$ cat src/rtl/divider_arbiter.sv
// Two-requester round-robin front end sharing one restoring divider (W cycles + fixup).
// Build option: define DIVIDER_ARBITER_SIGNED_EN for two's-complement operands.
module divider_arbiter #(
  parameter int W = 8
) (
  input  logic         i_clk,
  input  logic         i_rst,
  input  logic         i_req0_valid,
  input  logic         i_req1_valid,
  output logic         o_req0_ready,
  output logic         o_req1_ready,
  input  logic [W-1:0] i_req0_q,
  input  logic [W-1:0] i_req1_q,
  input  logic [W-1:0] i_req0_m,
  input  logic [W-1:0] i_req1_m,
  output logic         o_rsp_valid,
  input  logic         i_rsp_ready,
  output logic         o_rsp_id,
  output logic [W-1:0] o_quo,
  output logic [W-1:0] o_rem,
  output logic         o_dbz,
  output logic         o_busy
);

  localparam int CW = (W > 1) ? $clog2(W) : 1;

  typedef enum logic [1:0] {IDLE, ITER, FIXUP, RESP} state_t;

  state_t        state, state_nxt;
  logic          prio;        // 1: req1 wins the next contention
  logic [CW-1:0] cnt;
  logic [W-1:0]  acc_q;       // dividend shifts out, quotient bits shift in
  logic [W-1:0]  rem_r;
  logic [W-1:0]  div_m;
  logic          accept, acc_id;
  logic [W-1:0]  sel_q, sel_m, mag_q, mag_m;
  logic [W:0]    shifted;
  logic          fits;
  logic [W-1:0]  rem_nxt;

`ifdef DIVIDER_ARBITER_SIGNED_EN
  logic neg_q, neg_m;
  assign mag_q = sel_q[W-1] ? -sel_q : sel_q;
  assign mag_m = sel_m[W-1] ? -sel_m : sel_m;
`else
  assign mag_q = sel_q;
  assign mag_m = sel_m;
`endif

  assign accept  = o_req0_ready | o_req1_ready;
  assign acc_id  = o_req1_ready;
  assign sel_q   = acc_id ? i_req1_q : i_req0_q;
  assign sel_m   = acc_id ? i_req1_m : i_req0_m;

  // One restoring step: bring in the next dividend bit, subtract if it fits.
  assign shifted = {rem_r, acc_q[W-1]};
  assign fits    = shifted >= {1'b0, div_m};
  assign rem_nxt = fits ? W'(shifted - {1'b0, div_m}) : shifted[W-1:0];

  always_ff @(posedge i_clk) begin
    if (i_rst) state <= IDLE;
    else       state <= state_nxt;
  end

  always_comb begin
    state_nxt = state;
    case (state)
      IDLE:    if (accept) state_nxt = (sel_m == '0) ? RESP : ITER;
      ITER:    if (cnt == '0) state_nxt = FIXUP;
      FIXUP:   state_nxt = RESP;
      RESP:    if (i_rsp_ready) state_nxt = IDLE;
      default: state_nxt = IDLE;
    endcase
  end

  always_comb begin
    o_req0_ready = 1'b0;
    o_req1_ready = 1'b0;
    o_rsp_valid  = 1'b0;
    o_busy       = 1'b0;
    if (!i_rst) begin
      o_busy      = (state != IDLE);
      o_rsp_valid = (state == RESP);
      if (state == IDLE) begin
        o_req0_ready = i_req0_valid && (!i_req1_valid || !prio);
        o_req1_ready = i_req1_valid && (!i_req0_valid || prio);
      end
    end
  end

  always_ff @(posedge i_clk) begin
    if (i_rst) begin
      prio     <= 1'b0;
      cnt      <= '0;
      acc_q    <= '0;
      rem_r    <= '0;
      div_m    <= '0;
      o_rsp_id <= 1'b0;
      o_quo    <= '0;
      o_rem    <= '0;
      o_dbz    <= 1'b0;
`ifdef DIVIDER_ARBITER_SIGNED_EN
      neg_q    <= 1'b0;
      neg_m    <= 1'b0;
`endif
    end else begin
      case (state)
        IDLE: if (accept) begin
          prio     <= ~acc_id;
          o_rsp_id <= acc_id;
          acc_q    <= mag_q;
          div_m    <= mag_m;
          rem_r    <= '0;
          cnt      <= CW'(W-1);
`ifdef DIVIDER_ARBITER_SIGNED_EN
          neg_q    <= sel_q[W-1];
          neg_m    <= sel_m[W-1];
`endif
          if (sel_m == '0) begin
            o_quo <= '1;
            o_rem <= sel_q;
            o_dbz <= 1'b1;
          end
        end
        ITER: begin
          acc_q <= {acc_q[W-2:0], fits};
          rem_r <= rem_nxt;
          if (cnt != '0) cnt <= cnt - CW'(1);
        end
        FIXUP: begin
`ifdef DIVIDER_ARBITER_SIGNED_EN
          o_quo <= (neg_q ^ neg_m) ? -acc_q : acc_q;
          o_rem <= neg_q ? -rem_r : rem_r;
`else
          o_quo <= acc_q;
          o_rem <= rem_r;
`endif
          o_dbz <= 1'b0;
        end
        default: ;
      endcase
    end
  end

endmodule

$ cat config.mk
export PLATFORM = sky130hd
export DESIGN_NAME = divider_arbiter
export DESIGN_NICKNAME = d
export VERILOG_FILES = /design/src/rtl/divider_arbiter.sv
export SDC_FILE = /design/constraint.sdc
export NUM_CORES = 1
export LEC_CHECK = 0
export CORE_MARGIN = 3
export CORE_UTILIZATION = 28
export DETAILED_ROUTE_END_ITERATION = 10
export GPL_TIMING_DRIVEN = 0
export PLACE_DENSITY = 0.61
export SYNTH_ARGS = -nofsm -noshare
export SYNTH_HDL_FRONTEND = slang
export SYNTH_SLANG_ARGS = --single-unit
$ cat constraint.sdc
create_clock -name i_clk -period 2.2 [get_ports i_clk]
set_input_delay 0.33 -clock i_clk [delete_from_list [all_inputs] [get_ports i_clk]]
set_output_delay 0.33 -clock i_clk [all_outputs]
set_load 0.01 [all_outputs]
; ---- Word-level counts from Yosys, hierarchy flattened
; Index checks and enable logic that the tools add are counted.
[classes]
n_reduce_logical = 19
n_bitwise = 2
n_eq_ne = 8
addsub = 2
muxes = 30
magnitude_cmp = 1
[op_table]
columns = cell, count
row1 = two-way mux 8 bit, 9
row2 = one-hot mux 8 bit (2 select lines), 4
row3 = >= comparator 9 x 8 -> 1 bit, 1
row4 = AND reduction 3 bit, 3
row5 = zero test 8 bit, 1
row6 = two-way mux 1 bit, 8
row7 = two-way mux 2 bit, 4
row8 = "inequality test 2 bit, second input constant", 4
row9 = one-hot mux 2 bit (4 select lines), 1
row10 = subtractor 8 bit, 1
row11 = two-way mux 3 bit, 2
row12 = one-hot mux 3 bit (2 select lines), 1
row13 = nonzero test 2 bit, 3
row14 = "== test 2 bit, second input constant", 2
row15 = AND reduction 2 bit, 2
row16 = zero test 1 bit, 3
row17 = zero test 3 bit, 1
row18 = nonzero test 3 bit, 1
row19 = "subtractor 3 x 1 -> 3 bit, second input constant", 1
row20 = "== test 2 x 1 -> 1 bit, second input constant", 1
row21 = logical AND 1 bit, 2
row22 = zero test 2 bit, 1
row23 = logical OR 1 bit, 2
row24 = "inequality test 2 x 1 -> 1 bit, second input constant", 1
row25 = 3 further kinds, 3
[totals]
inputBits = 37
output_inout_bits = 22
word_cells = 72
ff_bits = 48

; ---- Longest topological paths before layout
[logic_depth]
depth_word = 10
depth_mapped = 10

; ---- Least setup slack after synthesis
; No wires, ideal clock.
[synth_timing]
kind = reg-to-reg
from = reg state[0]
to = reg acc_q[4]
setup_slack_ns = 0.001
stages_incl_launch_ff = 10
arrival_ns = 2.082
path_buffers = 2
setup_ns = 0.117
cell_sequence = dfxtp_1 > inv_1 > ha_1 > buf_2 > nand3b_1 > clkbuf_1 > nor2_2 > mux2_2 > mux2_2 > a22o_1
[synth_between]
elab_chain_len = 6
word_cells_on_any_way = 13
classes_between = eq/ne (2) / mux (7) / bitwise (1) / reduce/logical (3)
[synth_lines]
columns = element, line
row1 = "start, declared", 29  ; state_t state, state_nxt;
row2 = "start signal, assigned", 62  ; else state <= state_nxt;
row3 = zero test 2 bit, "84, 107"
row4 = two-way mux 1 bit, 84  ; if (state == IDLE) begin
row5 = two-way mux 1 bit, 81  ; if (!i_rst) begin
row6 = two-way mux 8 bit or bitwise OR 1 bit (tied branches), "52, 50"
row7 = two-way mux 8 bit or inequality test 2 bit (tied branches), n/a
row8 = one-hot mux 8 bit (2 select lines) or AND reduction 2 bit (tied branches), n/a
row9 = "end signal, assigned", 111  ; acc_q <= mag_q;
row10 = "end signal, assigned", 126  ; acc_q <= {acc_q[W-2:0], fits};
row11 = "end, declared", 32  ; logic [W-1:0] acc_q;
; Parallel ways exist; a longest one is shown, timed or not. The select of a mux whose other input is x is not followed.
; A chain may end at the register's enable or synchronous reset.

; ---- Worst setup path in the final report
[layout_timing]
from = reg acc_q[7]
to = reg rem_r[6]
[layout_between]
elab_chain_len = 3
word_cells_on_any_way = 4
classes_between = add/sub (1) / order compare (1) / mux (2)
[layout_lines]
columns = element, line
row1 = subtractor 8 bit or >= comparator 9 x 8 -> 1 bit (tied branches), "58, 57"
row2 = two-way mux 8 bit *, 58  ; assign rem_nxt = fits ? W'(shifted - {1'b0, div_m}) : shifted[W-1:0];
row3 = one-hot mux 8 bit (2 select lines) *, 107  ; case (state)
row4 = "end signal, assigned", 127  ; rem_r <= rem_nxt;
row5 = "end, declared", 33  ; logic [W-1:0] rem_r;
; Mark *: on every way between the ends. The rest lies on a longest branch, timed or not.

==> results.md <==
- 1st-pass router iterations: 4
- Synth-to-Final Area Change: 41.7%
- CTS sink cnt: 48
- TritonCTS Buffers: 5
- Vias in the first global route: 2846
- CP Max Fanout: 3
- Final cell count without fillers: 552
- CP Launch Type: register
- Die Area: 11400 µm²
- Layout Utilization: 0.410
- Worst-path clk slew: 0.10 ns
- Post-CTS Hold Fix Bufs: 0
- Slew headroom: 0.584
- Endpoint class of the critical path: register
- Hold path cells: 3
- Final slew viol count: 0
- Layout cells sized above 1: 0.212
- Crit Path Class: register to register
- Cell area after layout: 4050 µm²
- Io pins: 59
- Total power draw: 0.00434 W
- CTS tree: done
- Flop pwr share: 0.281
- Post-synth ARST share: 0
- Sw Ratio: 0.419
- Die Ht: 107 µm
- Final Hold Fails: 0
- Clk Latency, worst-skew pair: 0.31 ns
- EDFF count, synth: 0
- Clock Tree Root: clkbuf_8
- Via density: 5.13
- Vias post-DR: 2832
- GRT Total Usage: 0.148
- DR WL/cell: 15.2 µm
- Most frequent cells in the layout: 45 x dfxtp_1, 44 x clkdlybuf4s50_1, 25 x nor2_1
- Rows: 36
- RSZ-0062 raised after global routing: true
- Routed WL: 8380 µm
- Clk buf depth: 2
- Critical Path RT: 2.40 ns
- Gate power share: 0.565
- Worst R2R Path Depth: 8
- Status: finished clean
- Syn Nets: 393
- Residual DRC count: 0
- Starting DRT DRC Count: 205
- Instance area after placement: 3600 µm²
- Leakage: 1.46 nW
- Prevailing post-synth register cell: dfxtp_1
- Post-synthesis cell count: 340
- Cell Int Power: 0.00252 W
- Pin count of the biggest net entering global routing: 17
- First-pass GRT wire length: 13700 µm
- Final period utilization: 0.980
- Starting Density: 0.289
- Max Freq: 464 MHz
- Core area: 9860 µm²
- H-tree depth: 2
- Post-synthesis cell area: 2860 µm²
- Fin nets: 471
- Worst vdd ir: 0.452 mV
- Max Cap Viol: 0
- Worst slew pin tran: 0.618 ns
- Buffers on Ports: 58
- Most common cell after layout, fill and taps aside: dfxtp_1
- Synth cell types: 51
- Syn_area_per_cell: 8.40 µm²
- Yosys reg bits: 48
- Initial antenna violation count: 0
- Remaining antenna violation count: 0
- Min Tclk post-route: 2.16 ns
- Dpl hpwl: 6250 µm
- Critical path arrival: 2.36 ns
- Power density cells: 1070 nW/µm²
- Hold WC Path Type: input port to register
- Sequential-to-total area share from yosys stat: 0.337
- Placed insts: 531
- Overflow after GRT: 0
- ANT cells: 0
- Clock share of power: 0.155
- Psw: 0.00182 W
- WHS: 0.283 ns
- Yosys warnings: 0
- Final setup viols: 0
- Die Span X: 107 µm
- Placer congestion estimate: 0.844
- Final setup skew: 0.0113 ns
path summary, 6_finish.rpt:
| path | to | slack (ns) | startpoint |
|---|---|---|---|
| min reg2reg | o_rem[6]$_SDFFE_PP0P_ | 0.47 | o_rem[6]$_SDFFE_PP0P_ |
| max reg2reg | rem_r[6]$_SDFFE_PP0P_ | 0.04 | acc_q[7]$_SDFFE_PP0P_ |
| min | div_m[3]$_SDFFE_PP0P_ | 0.28 | i_req1_m[3] |
| max | rem_r[6]$_SDFFE_PP0P_ | 0.04 | acc_q[7]$_SDFFE_PP0P_ |
layout make-up:
type / instances / area (µm²)
clock inverter: 3 / 47.5
fill: 1005 / 5820
sequential: 48 / 967
tap: 133 / 166
timing repair buffer: 73 / 707
multi-input combinational: 249 / 1860
inverter: 23 / 96.3
buffer: 18 / 136
clock buffer: 5 / 68.8
power by group through the flow:
stage	Clock, W	Sequential [W]	Combinational, W
final	0.000672	0.00122	0.00245
after global routing	0.000715	0.00124	0.00274
after CTS	0.000693	0.00122	0.00233
after detailed placement	0	0.00122	0.00206
after global placement	0	0.00122	0.00204
after floorplan	0	0.00120	0.00150
metrics by stage:
step	setup WS, ns	TNS [ns]
5_1_grt	-0.0464	-0.0709
6_report	0.0431	0
3_5_place_dp	-0.835	-20.50
3_3_place_gp	-0.797	-18.75
4_1_cts	-0.0243	-0.0269
2_1_floorplan	0.00109	0
cells in the mapped netlist (3+ instances only):
cell / instances / area, µm²
mux2_2: 13 / 146
o21ai_0: 16 / 80.1
dfxtp_1: 48 / 961
nor2b_1: 4 / 25.0
buf_6: 3 / 33.8
a22o_1: 7 / 61.3
nor3_1: 17 / 85.1
a221o_1: 4 / 40.0
a211oi_1: 15 / 113
nand2_1: 25 / 93.8
nand2b_1: 10 / 62.6
clkbuf_1: 14 / 52.6
nand3_1: 10 / 50.1
o221ai_1: 6 / 52.6
xnor2_1: 3 / 26.3
a21oi_1: 19 / 95.1
a311oi_1: 13 / 114
and2_1: 4 / 25.0
nor2_1: 28 / 105
ha_1: 15 / 188
inv_1: 21 / 78.8
nand3b_1: 3 / 22.5
sequential cells by signal (all words and copies together) (netlist names):
signal / flops
acc_q: 8
cnt: 3
div_m: 8
o_dbz: 1
o_quo: 8
o_rem: 8
o_rsp_id: 1
prio: 1
rem_r: 8
state: 2
cell families after synthesis:
family                   synth area share
buffers and inverters              0.0653
adder cells (fa/ha/maj)            0.0727
XOR/XNOR                           0.0123
flip-flops                          0.337
AO/OA/AOI/OAI                       0.258
multiplexers                       0.0583
AND/OR/NAND/NOR                     0.197
critical path, stage by stage (launching register included):
cell and delay (ns):
dfxtp_2 0.36, inv_1 0.08, ha_1 0.24, fa_2 0.37, nand2b_4 0.17, a21o_1 0.18, a311oi_2 0.28, a211oi_1 0.09
a311o_1 0.29
layer usage:
layer  track usage  wire length (µm)
met1         0.192              3830
met2         0.248              3970
met3        0.0307               444
met4        0.0466               139
met5             0                 0
repair_timing:
item | CTS | global route
endpoints found under the hold margin | 0 | 0
endpoints found under the setup margin | 45 | 38
cloned | 2 | 0
resized for setup | 57 | 37
pin swaps | 10 | 7
setup buffers | 9 | 4
Power figures use the tool's default switching activity.
